<file path="config.mk">
export PLATFORM = sky130hd
export DESIGN_NAME = cordic_arbiter
export DESIGN_NICKNAME = d
export VERILOG_FILES = /design/src/rtl/cordic_arbiter.sv
export SDC_FILE = /design/constraint.sdc
export NUM_CORES = 1
export LEC_CHECK = 0
export CORE_AREA = 4 4 168 170
export DETAILED_ROUTE_END_ITERATION = 12
export DIE_AREA = 0 0 172 174
export GPL_ROUTABILITY_DRIVEN = 0
export PLACE_DENSITY = 0.72
export RECOVER_POWER = 100
export SETUP_SLACK_MARGIN = 0.5
export SYNTH_ARGS = -nofsm -noshare
export SYNTH_HDL_FRONTEND = slang
export SYNTH_SLANG_ARGS = --single-unit
</file>
<file path="constraint.sdc">
create_clock -name clk -period 11 [get_ports clk]
set_input_delay 1.65 -clock clk [delete_from_list [all_inputs] [get_ports clk]]
set_output_delay 1.65 -clock clk [all_outputs]
set_load 0.005 [all_outputs]
</file>
<file path="src/rtl/cordic_arbiter.sv">
// Round-robin arbiter sharing one in-order, fixed-latency CORDIC pipeline among NREQ
// requesters; an in-order tag FIFO routes each result back to its originating requester.
module cordic_arbiter #(
  parameter int NREQ  = 4,
  parameter int DW    = 20,
  parameter int AW    = 20,
  parameter int DEPTH = 32,
  parameter int IDW   = 2
) (
  input  logic                clk,
  input  logic                rst,
  input  logic [NREQ-1:0]     ch_en,
  input  logic [NREQ-1:0]     req_valid,
  output logic [NREQ-1:0]     req_ready,
  input  logic [NREQ*DW-1:0]  req_x,
  input  logic [NREQ*DW-1:0]  req_y,
  input  logic [NREQ*AW-1:0]  req_z,
  output logic                cor_dv,
  output logic [DW-1:0]       cor_x,
  output logic [DW-1:0]       cor_y,
  output logic [AW-1:0]       cor_z,
  input  logic                cor_res_dv,
  input  logic [DW-1:0]       cor_res_x,
  input  logic [DW-1:0]       cor_res_y,
  input  logic [AW-1:0]       cor_res_z,
  output logic [NREQ-1:0]     rsp_valid,
  output logic [IDW-1:0]      rsp_id,
  output logic [DW-1:0]       rsp_x,
  output logic [DW-1:0]       rsp_y,
  output logic [AW-1:0]       rsp_z,
  output logic                busy,
  output logic                err_orphan
);

  localparam int PW = $clog2(DEPTH);
  localparam int CW = PW + 1;
  localparam logic [CW-1:0]  DEPTH_C = CW'(DEPTH);
  localparam logic [IDW:0]   NREQ_C  = (IDW + 1)'(NREQ);
  localparam logic [IDW-1:0] LAST_C  = IDW'(NREQ - 1);

  logic [IDW-1:0]  tag_mem [DEPTH];
  logic [PW-1:0]   wr_ptr;
  logic [PW-1:0]   rd_ptr;
  logic [CW-1:0]   count;
  logic [CW-1:0]   count_next;
  logic [IDW-1:0]  ptr;
  logic [NREQ-1:0] elig;
  logic            gnt;
  logic [IDW-1:0]  gnt_idx;
  logic [DW-1:0]   sel_x;
  logic [DW-1:0]   sel_y;
  logic [AW-1:0]   sel_z;
  logic            pop;
  logic [IDW-1:0]  head;
  logic [NREQ-1:0] head_oh;

  assign elig = req_valid & ch_en;
  assign head = tag_mem[rd_ptr];
  assign pop  = cor_res_dv && (count != '0);

  // Rotating scan from ptr; the occupancy test uses the pre-pop count so a same-cycle
  // pop never frees a slot for this cycle's grant.
  always_comb begin : arb
    logic [IDW:0] j;
    gnt     = 1'b0;
    gnt_idx = '0;
    j       = '0;
    for (int unsigned k = 0; k < NREQ; k++) begin
      j = {1'b0, ptr} + (IDW + 1)'(k);
      if (j >= NREQ_C) j = j - NREQ_C;
      if (!gnt && elig[j[IDW-1:0]]) begin
        gnt     = 1'b1;
        gnt_idx = j[IDW-1:0];
      end
    end
    if (rst || (count >= DEPTH_C)) gnt = 1'b0;
  end

  always_comb begin : route
    req_ready = '0;
    head_oh   = '0;
    sel_x     = '0;
    sel_y     = '0;
    sel_z     = '0;
    for (int unsigned i = 0; i < NREQ; i++) begin
      req_ready[i] = gnt && (gnt_idx == IDW'(i));
      head_oh[i]   = (head == IDW'(i));
      if (gnt_idx == IDW'(i)) begin
        sel_x = req_x[i*DW +: DW];
        sel_y = req_y[i*DW +: DW];
        sel_z = req_z[i*AW +: AW];
      end
    end
  end

  always_comb begin
    count_next = count;
    case ({gnt, pop})
      2'b10:   count_next = count + CW'(1);
      2'b01:   count_next = count - CW'(1);
      default: count_next = count;
    endcase
  end

  always_ff @(posedge clk) begin
    if (gnt) tag_mem[wr_ptr] <= gnt_idx;
  end

  always_ff @(posedge clk) begin
    if (rst) begin
      ptr        <= '0;
      wr_ptr     <= '0;
      rd_ptr     <= '0;
      count      <= '0;
      cor_dv     <= 1'b0;
      cor_x      <= '0;
      cor_y      <= '0;
      cor_z      <= '0;
      rsp_valid  <= '0;
      rsp_id     <= '0;
      rsp_x      <= '0;
      rsp_y      <= '0;
      rsp_z      <= '0;
      busy       <= 1'b0;
      err_orphan <= 1'b0;
    end else begin
      cor_dv <= gnt;
      if (gnt) begin
        cor_x  <= sel_x;
        cor_y  <= sel_y;
        cor_z  <= sel_z;
        wr_ptr <= wr_ptr + PW'(1);
        ptr    <= (gnt_idx == LAST_C) ? '0 : gnt_idx + IDW'(1);
      end
      if (pop) begin
        rd_ptr <= rd_ptr + PW'(1);
        rsp_id <= head;
        rsp_x  <= cor_res_x;
        rsp_y  <= cor_res_y;
        rsp_z  <= cor_res_z;
      end
      rsp_valid <= pop ? head_oh : '0;
      count     <= count_next;
      busy      <= (count_next != '0);
      if (cor_res_dv && (count == '0)) err_orphan <= 1'b1;
    end
  end

endmodule

</file>
==> flow_metrics.env, run 1 <==
export IMPL_outcome="finished, violations left"
export IMPL_violations="capacitance limit, slew limit"
export IMPL_swShare_pct=34.9
export IMPL_synth_top_cell_area_share_pct=30.5
export IMPL_die_area_um2=29900
export IMPL_power_density_nw_per_um2=210
export IMPL_yosysTopAreaCell="dfxtp_1"
export IMPL_chipWidth_um=172
export IMPL_slew_headroom_pct=-176
export IMPL_fill_cells=2362
export IMPL_clkTransAtPathRegs_ns=0.05
export IMPL_yosysWarnings=0
export IMPL_dp_hpwl_um=27000
export IMPL_dpl_cell_area_um2=14500
export IMPL_hold_buffers=0
export IMPL_required_ns=9.35
export IMPL_hold_ws_ns=0.449
export IMPL_fmax_mhz=126
export IMPL_combPwrFrac_pct=39.9
export IMPL_num_vias=9779
export IMPL_drt_iter0_markers=755
export IMPL_crit_type="in -> out"
export IMPL_h_tree_depth=1
export IMPL_path_max_fanout=64
export IMPL_layout_common_cells="clkdlybuf4s50_1 (311), dfxtp_1 (152), nand2_1 (146), a21oi_1 (133), dlygate4sd3_1 (131)"
export IMPL_synth_nets=1436
export IMPL_numClockSinks=216
export IMPL_internal_power_w=0.00210
export IMPL_grt_max_degree=93
export IMPL_hold_class="reg -> reg"
export IMPL_firstDrtPassIters=5
export IMPL_post_route_util_pct=57.5
export IMPL_drv_slew=433
export IMPL_cts_buffers=25
export IMPL_startpoint="req_valid[3]"
export IMPL_timing_rr_end="cor_z[6]$_SDFFE_PP0P_"
export IMPL_instances_no_fill=1862
export IMPL_final_area_um2=15400
export IMPL_period_share_pct=72.1
export IMPL_core_area_um2=26700
export IMPL_min_period_ns=7.93
export IMPL_synth_seq_cells=216
export IMPL_grt_pass1_wl_um=53800
export IMPL_r2r_cells=9
export IMPL_rows=60
export IMPL_yosysSeqAreaShare_pct=49.8
export IMPL_clkPwrFrac_pct=25.5
export IMPL_r2r_start="ptr[0]$_SDFFE_PP0P_"
export IMPL_synth_area_top_cells="dfxtp_1 (31%), edfxtp_1 (19%), a21oi_1 (6.7%), nand2_1 (5.5%), a221oi_1 (5.2%)"
export IMPL_final_common_cell="clkdlybuf4s50_1"
export IMPL_synthDistinctLibCells=48
export IMPL_finClkSkew_ns=0.0108
export IMPL_io_buffers=443
export IMPL_grt_setup_unrepaired="false"
export IMPL_post_cts_buffers=0
export IMPL_post_drt_via_cell_ratio=5.25
export IMPL_critical_path_endpoint="req_ready[2]"
export IMPL_root_buffer="clkbuf_16"
export IMPL_cts_resized=0
export IMPL_drc_errors=0
export IMPL_syn_to_final_growth_pct=54.0
export IMPL_synth_ff_type="dfxtp_1"
export IMPL_fin_setup_tns_ns=0
export IMPL_setup_violations=0
export IMPL_avgRoutedWirePerCell_um=19.8
export IMPL_start_util_pct=37.3
export IMPL_net_switching_power_w=0.00112
export IMPL_maxCapViolCount=7
export IMPL_ff2ff_setup_slack_ns=4.55
export IMPL_cp_arrival_ns=6.28
export IMPL_antenna_found_initial=10
export IMPL_die_h_um=174
export IMPL_nets=1816
export IMPL_cts_tree="done"
export IMPL_hold_viol=0
export IMPL_placed_cells=1807
export IMPL_synth_edf_count=64
export IMPL_ir_drop_mv=0.130
export IMPL_p_leak_nw=5.72
export IMPL_worst_pin_slew_ns=4.14
export IMPL_io_pins=444
export IMPL_grt_use_total_pct=23.0
export IMPL_postRouteAntennaNets=0
export IMPL_seqPwrFrac_pct=34.6
export IMPL_synthCells=1113
export IMPL_async_flop_share_pct=0
export IMPL_start_kind="input port"
export IMPL_clkLatencyLatePin_ns=0.52
export IMPL_clockBufferDepth=3
export IMPL_avgSynthCellArea_um2=8.96
export IMPL_cp_end_kind="primary output"
export IMPL_grt_pass1_vias=9341
export IMPL_final_layout_size_suffix_gt1_share_pct=3.90
export IMPL_finalWirelength_um=36800
export IMPL_grt_overflow_total=0
export IMPL_synthesis_area_um2=9970
==> state kept, by name (all words and copies together) (netlist names), 5 cells and up, named ones only <==
name and cells:
rsp_z 20, count 6, cor_z 20, cor_x 20
rd_ptr 5, rsp_y 20, rsp_x 20, cor_y 20
tag_mem 64, wr_ptr 5
==> metal layers <==
metal / vias up / part of all wire [%] / routed length, um / global-route usage, %
met2: 408 / 49 / 18000 / 38.6
met5: - / 0.038 / 14 / 0
met4: 2 / 3.3 / 1200 / 8.32
met3: 67 / 8.8 / 3250 / 6.03
met1: 4547 / 39 / 14400 / 28.3
li1: 4755 / - / - / -
==> Yosys cell counts, types with 5 or more instances <==
library cell / n
a211oi_1: 63
a21oi_1: 134
a221oi_1: 59
a22oi_1: 11
and2_1: 6
buf_2: 7
buf_4: 6
buf_6: 5
clkbuf_1: 82
dfxtp_1: 152
edfxtp_1: 64
ha_1: 12
inv_1: 8
mux2i_1: 33
nand2_1: 146
nand3_1: 12
nand3b_1: 5
nor2_1: 125
nor2b_1: 67
nor3_1: 59
xnor2_1: 6
xor2_1: 9
==> critical path, cell delays in order <==
cell and delay, ns:
dlygate4sd3_1 0.53, and2_0 0.19, a21oi_1 0.13, a31oi_4 0.15, clkbuf_1 1.83, nor2b_1 0.95, and2_0 0.28, clkdlybuf4s50_1 0.53
==> through the flow <==
stage / total power, W / setup slack, ns
CTS: 0.00330 / 4.58
global route: 0.00342 / 2.59
detailed placement: 0.00246 / 4.60
floorplan: 0.00186 / 5.01
global placement: 0.00244 / 4.61
finish: 0.00322 / 3.07
==> cells by family after synthesis <==
logic type | after synthesis | share of synthesized area, %
AND/OR/NAND/NOR | 442 | 20.3
XOR/XNOR | 15 | 1.32
AO/OA/AOI/OAI | 286 | 19.0
adder cells (fa/ha/maj) | 12 | 1.51
flip-flops | 216 | 49.8
multiplexers | 33 | 3.31
buffers and inverters | 109 | 4.82
==> power by group through the flow <==
stage	registers [W]	clock network [W]	logic, W
after detailed placement	0.00113	0	0.00133
final	0.00111	0.000820	0.00129
after CTS	0.00112	0.000839	0.00134
after global placement	0.00113	0	0.00131
after floorplan	0.00111	0	0.000744
after global routing	0.00114	0.000873	0.00141
==> cell type report <==
class / count / area [um2] / share of cell area, %
Antenna cell: 9 / 22.5 / 0.147
Clock buffer: 39 / 792 / 5.16
Clock inverter: 7 / 42.5 / 0.277
Inverter: 9 / 36.3 / 0.236
Multi-Input combinational cell: 788 / 4590 / 29.9
Sequential cell: 216 / 4960 / 32.3
Tap cell: 341 / 427 / 2.78
Timing Repair Buffer: 453 / 4480 / 29.2
==> worst min-delay path by stage <==
stage,startpoint,cells past startpoint,endpoint,slack [ns]
2_1_floorplan,rsp_x[0]$_SDFFE_PP0N_,2,rsp_x[0]$_SDFFE_PP0N_,0.45
3_3_place_gp,rsp_y[9]$_SDFFE_PP0N_,2,rsp_y[9]$_SDFFE_PP0N_,0.44
3_5_place_dp,rsp_y[6]$_SDFFE_PP0N_,2,rsp_y[6]$_SDFFE_PP0N_,0.45
4_1_cts,rsp_y[15]$_SDFFE_PP0N_,2,rsp_y[15]$_SDFFE_PP0N_,0.45
5_1_grt,rsp_y[6]$_SDFFE_PP0N_,2,rsp_y[6]$_SDFFE_PP0N_,0.46
6_report,rsp_y[15]$_SDFFE_PP0N_,2,rsp_y[15]$_SDFFE_PP0N_,0.45
(Power assumes the default switching activity.)
==> run 2: changes to the inputs <==
- CORE_AREA: 4 4 168 170 -> 4 4 169 171
- DIE_AREA: 0 0 172 174 -> 0 0 173 175
- PLACE_DENSITY: 0.72 -> 0.71
- clock period: 11 -> 7.66 ns (I/O delays scaled with it)
==> run 2 against run 1 <==
  * The run still ends with capacitance limit, slew limit left
  * Count of clock-buffer cells in the layout fell by 5
  * Design area rose by 0.23%
  * Utilization decreased by 0.19 points
  * Global-route usage is 0.056 points lower
  * Combinational power grew 41%
  * First-iteration DRC count decreased by 27%
  * Critical endpoint unchanged
  * Clock skew rose by 0.0019 ns
==> flow_metrics.env, run 2 (synthesized netlist as in run 1, its figures left out) <==
export IMPL_outcome="finished, violations left"
export IMPL_violations="capacitance limit, slew limit"
export IMPL_start_kind="input port"
export IMPL_period_share_pct=82.8
export IMPL_final_common_cell="clkdlybuf4s50_1"
export IMPL_num_vias=9837
export IMPL_post_route_util_pct=57.3
export IMPL_top_register="tag_mem"
export IMPL_firstDrtPassIters=5
export IMPL_drv_slew=193
export IMPL_cts_tree="done"
export IMPL_ff2ff_setup_slack_ns=1.92
export IMPL_combPwrFrac_pct=38.7
export IMPL_core_area_um2=26900
export IMPL_hold_viol=0
export IMPL_clkPwrFrac_pct=27.3
export IMPL_clockBufferDepth=3
export IMPL_p_leak_nw=5.75
export IMPL_syn_to_final_growth_pct=54.3
export IMPL_crit_type="in -> out"
export IMPL_chipWidth_um=173
export IMPL_die_area_um2=30300
export IMPL_io_pins=444
export IMPL_layout_common_cells="clkdlybuf4s50_1 (310), dfxtp_1 (152), nand2_1 (148), a21oi_1 (134), dlygate4sd3_1 (132)"
export IMPL_hold_buffers=0
export IMPL_finClkSkew_ns=0.0127
export IMPL_grt_pass1_vias=9495
export IMPL_grt_setup_unrepaired="false"
export IMPL_clkTransAtPathRegs_ns=0.05
export IMPL_placed_cells=1806
export IMPL_avgRoutedWirePerCell_um=20.1
export IMPL_root_buffer="clkbuf_16"
export IMPL_clkLatencyLatePin_ns=0.52
export IMPL_rows=60
export IMPL_cp_end_kind="primary output"
export IMPL_dp_hpwl_um=27600
export IMPL_power_density_nw_per_um2=305
export IMPL_post_cts_buffers=0
export IMPL_h_tree_depth=1
export IMPL_worst_pin_slew_ns=3.65
export IMPL_maxCapViolCount=3
export IMPL_setup_violations=0
export IMPL_path_max_fanout=121
export IMPL_net_switching_power_w=0.00159
export IMPL_start_util_pct=37.1
export IMPL_min_period_ns=6.34
export IMPL_die_h_um=175
export IMPL_instances_no_fill=1859
export IMPL_postRouteAntennaNets=0
export IMPL_swShare_pct=33.9
export IMPL_grt_max_degree=122
export IMPL_ir_drop_mv=0.201
export IMPL_fill_cells=2445
export IMPL_cts_resized=0
export IMPL_drc_errors=0
export IMPL_slew_headroom_pct=-143
export IMPL_grt_pass1_wl_um=54400
export IMPL_grt_use_total_pct=22.9
export IMPL_cts_buffers=25
export IMPL_post_drt_via_cell_ratio=5.29
export IMPL_numClockSinks=216
export IMPL_largest_reg_flops=64
export IMPL_nets=1815
export IMPL_seqPwrFrac_pct=34.0
export IMPL_drt_iter0_markers=551
export IMPL_fin_setup_tns_ns=0
export IMPL_io_buffers=443
export IMPL_required_ns=6.51
export IMPL_fmax_mhz=158
export IMPL_cp_arrival_ns=5.19
export IMPL_internal_power_w=0.00310
export IMPL_grt_overflow_total=0
export IMPL_hold_class="reg -> reg"
export IMPL_antenna_found_initial=7
export IMPL_finalWirelength_um=37300
export IMPL_final_layout_size_suffix_gt1_share_pct=3.71
[run 2: cell count changes in the layout (fill, tap and decap cells not counted), moves of 3 or more]
cell,previous run,this run
bufinv_16,0,5
and2_0,5,1
and2_1,1,5
clkbuf_1,13,9
clkbuf_8,5,2
[run 2: worst paths after layout]
path                            cells past startpoint                    end                  start
worst max-delay path                               10           req_ready[2]           req_valid[0]
worst min register to register                      2  rsp_x[3]$_SDFFE_PP0N_  rsp_x[3]$_SDFFE_PP0N_
worst max register to register                     13        busy$_SDFF_PP0_    count[2]$_SDFF_PP0_
worst min-delay path                                2  rsp_x[3]$_SDFFE_PP0N_  rsp_x[3]$_SDFFE_PP0N_
[run 2: power by group through the flow]
stage	clock, W	sequential (W)	combinational, W
6_report	0.00128	0.00160	0.00182
5_1_grt	0.00136	0.00163	0.00200
4_1_cts	0.00131	0.00160	0.00190
3_5_place_dp	0	0.00163	0.00189
3_3_place_gp	0	0.00161	0.00188
2_1_floorplan	0	0.00160	0.00107
[run 2: routing by layer]
metal / part of all wire [%] / track usage (%)
met1: 37 / 26.3
met2: 50 / 39.6
met3: 8.9 / 6.40
met4: 3.9 / 10.9
met5: 0 / 0
[run 2: final cells by class]
| cell class | instances | area, um2 | area share (%) |
|---|---|---|---|
| diodes | 7 | 17.5 | 0.114 |
| clock buffers | 34 | 701 | 4.55 |
| clock inverters | 12 | 196 | 1.28 |
| inverters | 9 | 36.3 | 0.236 |
| multi-input cells | 788 | 4560 | 29.6 |
| flip-flops and latches | 216 | 4960 | 32.3 |
| well taps | 341 | 427 | 2.77 |
| repair buffers | 452 | 4490 | 29.1 |
[run 2: worst max-delay path: stages]
cell and delay, ns:
clkdlybuf4s50_1 0.44, nand2_1 0.28, nor2_1 0.11, a311o_1 0.33, a21oi_1 0.17, clkbuf_1 1.11, inv_1 0.27, ha_4 0.55
and2_1 0.29, clkdlybuf4s50_1 0.44
[run 2: stage by stage]
step	area [um2]	power [W]	hold slack [ns]	worst slack, ns
final	15400	0.00470	0.449	1.32
after global routing	15400	0.00499	0.470	1.02
after CTS	15400	0.00482	0.453	2.12
after detailed placement	14500	0.00352	0.445	2.13
after global placement	14500	0.00349	0.441	2.22
after floorplan	9970	0.00266	0.453	2.67
==> run 3: changes to the inputs <==
- clock period: 7.66 -> 6.18 ns (I/O delays scaled with it)
==> run 3 against run 2 <==
  * The run still ends with capacitance limit, slew limit left
  * Flip-flop and latch count unchanged
  * Highest routed layer unchanged
  * Largest power group unchanged
  * Count of clock-buffer cells in the layout decreased by 2
  * Design area increased by 0.23%
  * Die area unchanged
  * Global-route usage decreased by 0.15 points
  * Critical path depth decreased by 1
  * Critical path type unchanged
  * Combinational power increased by 24%
  * Utilization increased by 0.13 points
==> flow_metrics.env, run 3 (synthesized netlist as in run 1, its figures left out) <==
export IMPL_grt_use_total_pct=22.8
export IMPL_grt_pass1_wl_um=54500
export IMPL_rows=60
export IMPL_clkTransAtPathRegs_ns=0.06
export IMPL_required_ns=5.25
export IMPL_finalWirelength_um=37100
export IMPL_die_h_um=175
export IMPL_ir_drop_mv=0.208
export IMPL_period_share_pct=87.5
export IMPL_chipWidth_um=173
export IMPL_hold_class="reg -> reg"
export IMPL_fmax_mhz=185
export IMPL_start_kind="input port"
export IMPL_hold_ws_ns=0.446
export IMPL_h_tree_depth=1
export IMPL_path_max_fanout=36
export IMPL_outcome="finished, violations left"
export IMPL_post_cts_buffers=0
export IMPL_internal_power_w=0.00385
export IMPL_io_buffers=443
export IMPL_min_period_ns=5.41
export IMPL_cp_end_kind="primary output"
export IMPL_dpl_cell_area_um2=14500
export IMPL_power_density_nw_per_um2=379
export IMPL_setup_violations=0
export IMPL_top_register="tag_mem"
export IMPL_grt_pass1_vias=9539
export IMPL_maxCapViolCount=3
export IMPL_start_util_pct=37.1
export IMPL_worst_pin_slew_ns=4.27
export IMPL_postRouteAntennaNets=0
export IMPL_root_buffer="clkbuf_16"
export IMPL_layout_common_cells="clkdlybuf4s50_1 (309), dfxtp_1 (152), nand2_1 (146), a21oi_1 (134), dlygate4sd3_1 (133)"
export IMPL_drt_iter0_markers=703
export IMPL_post_route_util_pct=57.4
export IMPL_numClockSinks=216
export IMPL_cts_resized=0
export IMPL_violations="capacitance limit, slew limit"
export IMPL_regArea_um2=4960
export IMPL_clkPwrFrac_pct=27.5
export IMPL_fin_setup_tns_ns=0
export IMPL_hold_viol=0
export IMPL_final_common_cell="clkdlybuf4s50_1"
export IMPL_avgRoutedWirePerCell_um=20.0
export IMPL_grt_max_degree=92
export IMPL_syn_to_final_growth_pct=54.7
export IMPL_combPwrFrac_pct=38.6
export IMPL_finClkSkew_ns=0.00989
export IMPL_drv_slew=225
export IMPL_crit_type="in -> out"
export IMPL_core_area_um2=26900
export IMPL_grt_overflow_total=0
export IMPL_hold_buffers=0
export IMPL_net_switching_power_w=0.00199
export IMPL_clockBufferDepth=3
export IMPL_p_leak_nw=5.78
export IMPL_final_layout_size_suffix_gt1_share_pct=4.23
export IMPL_largest_reg_flops=64
export IMPL_post_drt_via_cell_ratio=5.24
export IMPL_drc_errors=0
export IMPL_fill_cells=2431
export IMPL_nets=1818
export IMPL_num_vias=9726
export IMPL_antenna_found_initial=3
export IMPL_dp_hpwl_um=27400
export IMPL_cts_buffers=25
export IMPL_swShare_pct=34.1
export IMPL_firstDrtPassIters=5
export IMPL_clkLatencyLatePin_ns=0.51
export IMPL_cp_arrival_ns=4.48
export IMPL_die_area_um2=30300
export IMPL_io_pins=444
export IMPL_seqPwrFrac_pct=33.9
export IMPL_cts_tree="done"
export IMPL_placed_cells=1809
export IMPL_final_area_um2=15400
export IMPL_instances_no_fill=1857
export IMPL_grt_setup_unrepaired="false"
export IMPL_slew_headroom_pct=-184
export IMPL_multi_input_area_um2=4580
## run 3: cell count changes in the layout (fill, tap and decap cells not counted), moves of 2 or more
| cell | before | now |
|---|---|---|
| buf_4 | 6 | 8 |
| nand2_1 | 148 | 146 |
| clkinv_4 | 0 | 3 |
| clkbuf_1 | 9 | 7 |
| diode_2 | 7 | 3 |
## run 3: metal layers
layer	vias to the layer above	GRT usage (%)	part of all wire (%)
met5	-	0	0
met4	0	6.75	2.9
met3	63	6.14	8.3
met2	397	41.0	51
met1	4498	26.5	38
li1	4768	-	-
## run 3: area by class of cell
type / instances / share of cell area, %
clock buffers: 32 / 4.56
inverters: 9 / 0.235
diodes: 3 / 0.0487
flip-flops and latches: 216 / 32.2
multi-input cells: 788 / 29.7
clock inverters: 13 / 1.34
well taps: 341 / 2.77
repair buffers: 455 / 29.2
## run 3: critical path, cell delays in order
cell	delay, ns
dlygate4sd3_1	0.56
nand2_1	0.23
nor2_1	0.10
a311o_1	0.33
a21oi_1	0.17
buf_4	0.36
ha_1	0.99
and2_1	0.27
clkdlybuf4s50_1	0.53
## run 3: power groups by stage
stage	Sequential (W)	Clock [W]	Combinational (W)
floorplan	0.00198	0	0.00132
global placement	0.00201	0	0.00233
detailed placement	0.00202	0	0.00235
CTS	0.00199	0.00164	0.00236
global route	0.00202	0.00170	0.00249
finish	0.00198	0.00161	0.00226
## run 3: worst paths after layout
kind	slack, ns	from	endpoint	cells past startpoint
max reg2reg	1.67	count[2]$_SDFF_PP0_	busy$_SDFF_PP0_	13
min reg2reg	0.45	rsp_y[10]$_SDFFE_PP0N_	rsp_y[10]$_SDFFE_PP0N_	2
min	0.45	rsp_y[10]$_SDFFE_PP0N_	rsp_y[10]$_SDFFE_PP0N_	2
max	0.77	ch_en[0]	req_ready[1]	9
## run 3: metrics by stage
stage,power [W],setup WS [ns]
2_1_floorplan,0.00330,1.63
3_3_place_gp,0.00433,1.36
3_5_place_dp,0.00437,1.33
4_1_cts,0.00599,1.30
5_1_grt,0.00621,0.617
6_report,0.00584,0.773
